## src/rtl/store_rmw_unit.sv

```systemverilog
// Store unit for a 64-bit data memory without byte enables: SD is written
// directly, narrower stores are read-modify-written on the aligned doubleword.
module store_rmw_unit #(
  parameter int N      = 64,
  parameter int ADDR_W = 64
) (
  input  logic              clk,
  input  logic              rst,
  input  logic              req_valid,
  output logic              req_ready,
  input  logic [ADDR_W-1:0] req_addr,
  input  logic [N-1:0]      req_data,
  input  logic [2:0]        funct3,
  output logic [ADDR_W-1:0] mem_addr,
  output logic              mem_re,
  input  logic [N-1:0]      mem_rdata,
  input  logic              mem_rvalid,
  output logic              mem_we,
  output logic [N-1:0]      mem_wdata,
  output logic [7:0]        store_mask,
  output logic              done,
  output logic              misaligned
);

  // Handshake: a request is taken in any cycle where req_valid && req_ready;
  // req_ready is high only in IDLE, so a store occupies the unit until its
  // done or misaligned pulse has been issued.
  typedef enum logic [2:0] {
    S_IDLE, S_READ, S_WAIT_R, S_WRITE, S_RESP_OK, S_RESP_ERR
  } state_e;

  state_e            state_q, state_d;
  logic [ADDR_W-1:0] addr_q, addr_d;
  logic [7:0]        mask_q, mask_d;
  logic [N-1:0]      shift_q, shift_d;
  logic [N-1:0]      wdata_q, wdata_d;
  logic              ready_q, ready_d;
  logic              re_q, re_d;
  logic              we_q, we_d;
  logic              done_q, done_d;
  logic              mis_q, mis_d;

  logic [2:0]        off;
  logic [7:0]        mask_calc;
  logic              bad;
  logic [N-1:0]      bmask;

  always_comb begin
    off = req_addr[2:0];
    bad = 1'b0;
    case (funct3)
      3'b000: mask_calc = 8'h01 << off;
      3'b001: begin mask_calc = 8'h03 << off; bad = off[0];              end
      3'b010: begin mask_calc = 8'h0F << off; bad = (off[1:0] != 2'b00); end
      3'b011: begin mask_calc = 8'hFF;        bad = (off != 3'b000);     end
      default: begin mask_calc = 8'h00;       bad = 1'b1;                end
    endcase
  end

  // Byte-lane mask expanded to a bit mask for the merge.
  always_comb begin
    bmask = '0;
    for (int i = 0; i < 8; i++) begin
      bmask[8*i +: 8] = {8{mask_q[i]}};
    end
  end

  always_comb begin
    state_d = state_q;
    addr_d  = addr_q;
    mask_d  = mask_q;
    shift_d = shift_q;
    wdata_d = wdata_q;
    case (state_q)
      S_IDLE: begin
        if (req_valid && ready_q) begin
          addr_d  = {req_addr[ADDR_W-1:3], 3'b000};
          mask_d  = mask_calc;
          shift_d = req_data << {off, 3'b000};
          if (bad) begin
            state_d = S_RESP_ERR;
          end else if (funct3 == 3'b011) begin
            wdata_d = req_data;
            state_d = S_WRITE;
          end else begin
            state_d = S_READ;
          end
        end
      end
      S_READ: state_d = S_WAIT_R;
      S_WAIT_R: begin
        if (mem_rvalid) begin
          wdata_d = (mem_rdata & ~bmask) | (shift_q & bmask);
          state_d = S_WRITE;
        end
      end
      S_WRITE:    state_d = S_RESP_OK;
      S_RESP_OK:  state_d = S_IDLE;
      S_RESP_ERR: state_d = S_IDLE;
      default:    state_d = S_IDLE;
    endcase
    // Outputs are registered from the next state so they line up with it.
    ready_d = (state_d == S_IDLE);
    re_d    = (state_d == S_READ);
    we_d    = (state_d == S_WRITE);
    done_d  = (state_d == S_RESP_OK);
    mis_d   = (state_d == S_RESP_ERR);
  end

  always_ff @(posedge clk or posedge rst) begin
    if (rst) begin
      state_q <= S_IDLE;
      addr_q  <= '0;
      mask_q  <= '0;
      shift_q <= '0;
      wdata_q <= '0;
      ready_q <= 1'b0;
      re_q    <= 1'b0;
      we_q    <= 1'b0;
      done_q  <= 1'b0;
      mis_q   <= 1'b0;
    end else begin
      state_q <= state_d;
      addr_q  <= addr_d;
      mask_q  <= mask_d;
      shift_q <= shift_d;
      wdata_q <= wdata_d;
      ready_q <= ready_d;
      re_q    <= re_d;
      we_q    <= we_d;
      done_q  <= done_d;
      mis_q   <= mis_d;
    end
  end

  assign req_ready  = ready_q;
  assign mem_addr   = addr_q;
  assign mem_re     = re_q;
  assign mem_we     = we_q;
  assign mem_wdata  = wdata_q;
  assign store_mask = mask_q;
  assign done       = done_q;
  assign misaligned = mis_q;

endmodule

```

## config.mk

```make
export PLATFORM = sky130hd
export DESIGN_NAME = store_rmw_unit
export DESIGN_NICKNAME = d
export VERILOG_FILES = /design/src/rtl/store_rmw_unit.sv
export SDC_FILE = /design/constraint.sdc
export NUM_CORES = 1
export LEC_CHECK = 0
export BUFFER_PORTS_ARGS = -buffer_cell sky130_fd_sc_hd__buf_4
export CAP_MARGIN = 20
export CORE_MARGIN = 2
export CORE_UTILIZATION = 52
export CTS_CLUSTER_SIZE = 16
export DETAILED_ROUTE_END_ITERATION = 8
export HOLD_SLACK_MARGIN = 0.03
export PLACE_DENSITY = 0.93
export RECOVER_POWER = 50
export SKIP_CTS_REPAIR_TIMING = 1
export SYNTH_ARGS = -nofsm -noshare
export SYNTH_HDL_FRONTEND = slang
export SYNTH_SLANG_ARGS = --single-unit
export TNS_END_PERCENT = 5
```

## constraint.sdc

```tcl
create_clock -name clk -period 9.4 [get_ports clk]
set_input_delay 1.41 -clock clk [delete_from_list [all_inputs] [get_ports clk]]
set_output_delay 1.41 -clock clk [all_outputs]
set_load 0.05 [all_outputs]
```

==> flow_summary.toml, run 1 <==
[status]
status = "complete, but fails checks"
violations = "capacitance limit, slew limit"

[floorplanning]
core_area_um2 = 20040
initial_utilization_pct = 52.44
io_pins = 340
num_rows = 52
die_x_um = 146.2
die_area_um2 = 21360
die_y_um = 146.2

[timing]
setup_viol = 0
max_freq_mhz = 166.8
slew_viol_final = 304
max-slew-margin-rel_pct = -288.4
tns_ns = 0
rsz0062_at_grt = "no"
finClkSkew_ns = 0.008096
period_share_pct = 63.77
finalHoldViolCount = 0
fin_crit_ns = 5.995
worst_slew_pin_slew_ns = 5.794

[clock_tree]
htree_levels = 1
cts_tree = "built"
cts_root_buf = "clkbuf_16"
clk_path_buf_depth = 3
clk-insertion-delay-late_ns = 0.50
numCtsBuffers = 22
clk_pin_slew_ns = 0.06
clock-sinks = 205

[detailed_routing]
wl_met2_um = 16070
wl_um = 35230
wl_met1_um = 13560
drcViolationCount = 0
vias = 9818
top_layer_used = "met4"
dr.pass1.iters = 5
ant_nets = 0
avgViaCountPerCell = 5.922
met3WireLength_um = 3705
wl_per_cell_um = 21.25
first_iter_violations = 999

[cells_and_area]
drive_gt1_share_pct = 21.61
nFillCells = 1696
final_nets = 1573
area_growth_pct = 26.37
n_antenna_cell = 0
final_cells = 1658

[global_routing]
grt_pass1_wl_um = 53540
grt_use_total_pct = 32.01
antenna_found_initial = 0
grt_pass1_vias = 9536
grt_remaining_overflow = 0
grt_max_degree = 133

[power]
vdd_drop_max_mv = 0.1881
leakagePower_uw = 0.005997
p_per_area_nw_per_um2 = 355.5

[synthesis]
synth_top_area_cell = "dfrtp_1"
yosysWarningCount = 0
yosysTopAreaCellShare_pct = 48.82
synth.avg_cell_area_um2 = 9.588
synth_cell_types = 48
ys_seq_area_share_pct = 48.82
yosys-top-cells-area = "dfrtp_1 49%, nand2_1 12%, mux2i_1 10%, o21ai_0 7.2%, mux4_2 6.9%"
async_flop_share_pct = 100.0
synth_edf_count = 0
synth-main-ff-cell = "dfrtp_1"
syn_inst = 1096
syn_area_um2 = 10510
yosysMostFrequentCell = "nand2_1"
synth_common_cells = "347 x nand2_1, 205 x dfrtp_1, 152 x o21ai_0"
synth-seq-cells = 205

[worst_setup_path]
crit_fanout = 70
cp_data_required_time_ns = 9.76
path_class = "input port to flip-flop"
critical_path_arrival_ns = 6.35
worstSetupEndpointType = "flip-flop"
start_kind = "input port"

[placed_design]
dp.cells = 1619
globalplace.congestion = 0.9480
hpwl_um = 25040
io_buffer_count = 336

[hold_path]
min_path_type = "flip-flop to flip-flop"

[run]
max_cap_viol_count = 4
==> per-stage QoR <==
step	setup WS (ns)	total power, uW	cell area [um^2]	hold WS (ns)	utilization, %
2_1_floorplan	2.394	3225	10520	0.4483	-
6_report	3.405	4721	13280	0.4730	66.27
5_1_grt	2.891	4942	13280	0.4984	66.27
3_3_place_gp	5.266	3965	13040	0.4593	65.08
3_5_place_dp	5.145	4041	13040	0.4633	65.08
4_1_cts	5.659	4938	13770	0.4784	68.73
==> state kept, by name (all words and copies together), names as in the netlist <==
register    flops
misaligned      1
req_ready       1
mem_we          1
shift_q        64
mem_re          1
mem_addr       61
mem_wdata      64
state_q         3
done            1
store_mask      8
==> placed cells by master, fill, tap and decap left out, types with 9 or more instances in the layout <==
| cell type | synthesis | layout |
|---|---|---|
| o21ai_2 | 9 | 9 |
| dfrtp_1 | 205 | 205 |
| a22o_1 | 16 | 16 |
| o221ai_1 | 9 | 9 |
| mux2i_1 | 106 | 106 |
| nor2_1 | 21 | 21 |
| o21ai_0 | 152 | 152 |
| clkbuf_1 | 50 | 139 |
| nand2_2 | 9 | 9 |
| buf_4 | 5 | 209 |
| mux4_2 | 32 | 32 |
| o21a_1 | 9 | 9 |
| a21oi_1 | 11 | 11 |
| nand2_1 | 347 | 347 |
| inv_1 | 13 | 12 |
| clkbuf_16 | 0 | 23 |
==> power by group <==
group	leakage, uW	total (uW)	switching (uW)	internal (uW)
clock network	0.000356	881	348	533
registers	0.00250	1610	320	1290
logic	0.00314	2230	1670	556
total	0.00600	4720	2340	2380
==> final timing paths <==
path / from / endpoint / slack, ns / cells past startpoint
max reg2reg: state_q[2] / mem_addr[39] / 4.84 / 5
max: req_addr[0] / shift_q[33] / 3.41 / 4
min reg2reg: mem_addr[32] / mem_addr[32] / 0.47 / 2
min: mem_addr[32] / mem_addr[32] / 0.47 / 2
max in group asynchronous: rst / mem_addr[39] / 3.86 / 3
min in group asynchronous: rst / mem_addr[52] / 2.70 / 2
==> kinds of logic after synthesis <==
kind of cell	count (synthesis)	share of synthesized area (%)
and+or+nand+nor	401	15.34
DFF	205	48.82
buffers and inverters	106	4.429
other	1	0.03568
muxes	139	17.06
AOI/OAI and AO/OA	244	14.32
==> worst max-delay path, cell delays in order <==
cell      delay (ns)
clkbuf_1        2.93
nor2_1          1.01
a221oi_1        0.87
nor2_1          0.08
==> area by class of cell <==
cell class / instances / area (um^2) / share of cell area [%]
Timing Repair Buffer: 344 / 2096 / 15.78
Clock buffer: 33 / 653.1 / 4.918
Sequential cell: 205 / 5130 / 38.63
Inverter: 14 / 53.80 / 0.4051
Tap cell: 270 / 337.8 / 2.544
Multi-Input combinational cell: 787 / 4932 / 37.14
Clock inverter: 5 / 77.57 / 0.5841
==> layer usage <==
metal / track usage (%) / vias up
met2: 49.03 / 635
met4: 14.81 / 0
li1: - / 4330
met5: 0 / -
met3: 6.938 / 142
met1: 44.15 / 4711
No activity file was read; power rests on OpenSTA's default activity.
==> inputs of run 2 (changes only) <==
--- a/config.mk
+++ b/config.mk
@@ -8,11 +8,11 @@
 export BUFFER_PORTS_ARGS = -buffer_cell sky130_fd_sc_hd__buf_4
 export CAP_MARGIN = 20
 export CORE_MARGIN = 2
-export CORE_UTILIZATION = 52
+export CORE_UTILIZATION = 47
 export CTS_CLUSTER_SIZE = 16
 export DETAILED_ROUTE_END_ITERATION = 8
 export HOLD_SLACK_MARGIN = 0.03
-export PLACE_DENSITY = 0.93
+export PLACE_DENSITY = 0.89
 export RECOVER_POWER = 50
 export SKIP_CTS_REPAIR_TIMING = 1
 export SYNTH_ARGS = -nofsm -noshare
==> constraint.sdc (replaced) <==
create_clock -name clk -period 5.2 [get_ports clk]
set_input_delay 0.78 -clock clk [delete_from_list [all_inputs] [get_ports clk]]
set_output_delay 0.78 -clock clk [all_outputs]
set_load 0.05 [all_outputs]
==> run 2 against run 1 <==
  * The run now ends clean
  * Register-to-register slack lost 2.3 ns
  * Core utilization shrank 4.2 points
  * Combinational power grew 89%
  * Die area grew 10%
  * Sequential cell count is the same
  * Setup slack lost 0.82 ns
  * Clock skew grew 0.0025 ns
  * Critical path type is now flip-flop to flip-flop
  * Highest routed layer unchanged
==> flow_summary.toml, run 2 (synthesized netlist as in run 1, its figures left out) <==
[worst_setup_path]
r2r_cells = 4
cpPeakStageDelay_ns = 0.72
critical_path_arrival_ns = 3.01
worstSetupEndpointType = "flip-flop"
r2r_start = "state_q[2]"
cp_data_required_time_ns = 5.60
path_class = "flip-flop to flip-flop"
slowest_stage = "and3_2"
worst_r2r_endpoint = "store_mask[0]"
r2r_slack_ns = 2.59
start_kind = "flip-flop"
crit_fanout = 60
crit_path_cell_trace = "nor3_1 > and3_2 > buf_4 > mux2_2"

[floorplanning]
initial_utilization_pct = 48.01
num_rows = 54
io_pins = 340
core_area_um2 = 21890
die_y_um = 153.5
die_area_um2 = 23570
die_x_um = 153.5

[detailed_routing]
dr.pass1.iters = 6
vias = 9745
ant_nets = 0
wl_per_cell_um = 21.86
drcViolationCount = 0
first_iter_violations = 1007
wl_um = 36550
avgViaCountPerCell = 5.828

[placed_design]
globalplace.congestion = 0.9127
io_buffer_count = 336
hpwl_um = 26260
placed_area_um2 = 13070

[clock_tree]
cts_tree = "built"
clock-sinks = 205
htree_levels = 1
clk-insertion-delay-late_ns = 0.51
clk_path_buf_depth = 3
cts_root_buf = "clkbuf_16"
numCtsBuffers = 23
clk_pin_slew_ns = 0.06

[hold_path]
hp-start = "req_addr[51]"
min_to = "mem_addr[51]"
hold_depth = 3
min_path_type = "input port to flip-flop"

[global_routing]
grt_pass1_vias = 9622
grt_pass1_wl_um = 55750
grt_remaining_overflow = 0
grt_max_degree = 146
grt_use_total_pct = 30.28
antenna_found_initial = 0

[power]
leakagePower_uw = 0.006268
p_per_area_nw_per_um2 = 647.2
vdd_drop_max_mv = 0.4016

[timing]
finalHoldViolCount = 0
slew_viol_final = 0
finClkSkew_ns = 0.01056
max-slew-margin-rel_pct = 31.96
max_freq_mhz = 382.7
fin_crit_ns = 2.613
worst_slew_pin_slew_ns = 1.021
rsz0062_at_grt = "no"
tns_ns = 0
period_share_pct = 50.25
setup_viol = 0

[cells_and_area]
layout_commonest_cell = "nand2_1"
final_nets = 1575
area_growth_pct = 29.23
layout_common_cells = "347 x nand2_1, 275 x buf_4, 205 x dfrtp_1"
design_area_um2 = 13580
drive_gt1_share_pct = 26.65
n_antenna_cell = 0

[status]
status = "complete, no violations"

[run]
max_cap_viol_count = 0
[run 2: routing by layer]
layer / vias to the layer above / part of all wire [%] / global-route usage (%)
met5: - / 0 / 0
met4: 0 / 5.7 / 14.98
met3: 142 / 11 / 8.512
met2: 637 / 45 / 45.97
met1: 4611 / 38 / 40.17
li1: 4355 / - / -
[run 2: cell type report]
type,instances,area [um^2]
clock buffers,33,653.1
flip-flops and latches,205,5130
clock inverters,8,96.34
well taps,280,350.3
inverters,14,53.80
fillers,1816,8310
multi-input cells,787,4926
repair buffers,345,2371
[run 2: worst max-delay path by stage]
stage                start       endpoint  slack (ns)  depth (start not counted)
4_1_cts         state_q[2]  store_mask[0]        2.44                          4
6_report        state_q[2]  store_mask[0]        2.59                          4
2_1_floorplan          rst           done        1.76                          1
5_1_grt         state_q[2]  store_mask[0]        2.42                          4
3_3_place_gp   req_addr[0]  mem_wdata[24]        2.28                          5
3_5_place_dp   req_addr[0]  mem_wdata[37]        2.14                          5
[run 2: where the power goes]
group	total, uW	leakage, uW	internal, uW	switching [uW]
Sequential	2940	0.00250	2340	602
Clock	1640	0.000367	972	672
Combinational	4210	0.00340	1200	3010
Total	8790	0.00627	4510	4280
[run 2: per-stage QoR]
stage	utilization [%]	power, uW	worst slack, ns	cells	hold slack, ns
finish	62.04	8790	2.587	1672	0.4584
global route	62.04	9214	2.421	1672	0.4589
CTS	63.13	9012	2.441	1671	0.4478
detailed placement	59.71	7346	2.142	1630	0.4636
global placement	59.71	7205	2.279	1630	0.4597
floorplan	-	5830	1.762	1098	0.4483
[run 2: critical path: cells and delay by family (launching register included)]
kind / cells / cell delay (ns)
mux: 1 / 0.40
flops: 1 / 0.44
simple gates: 2 / 0.99
buf+inv: 1 / 0.63
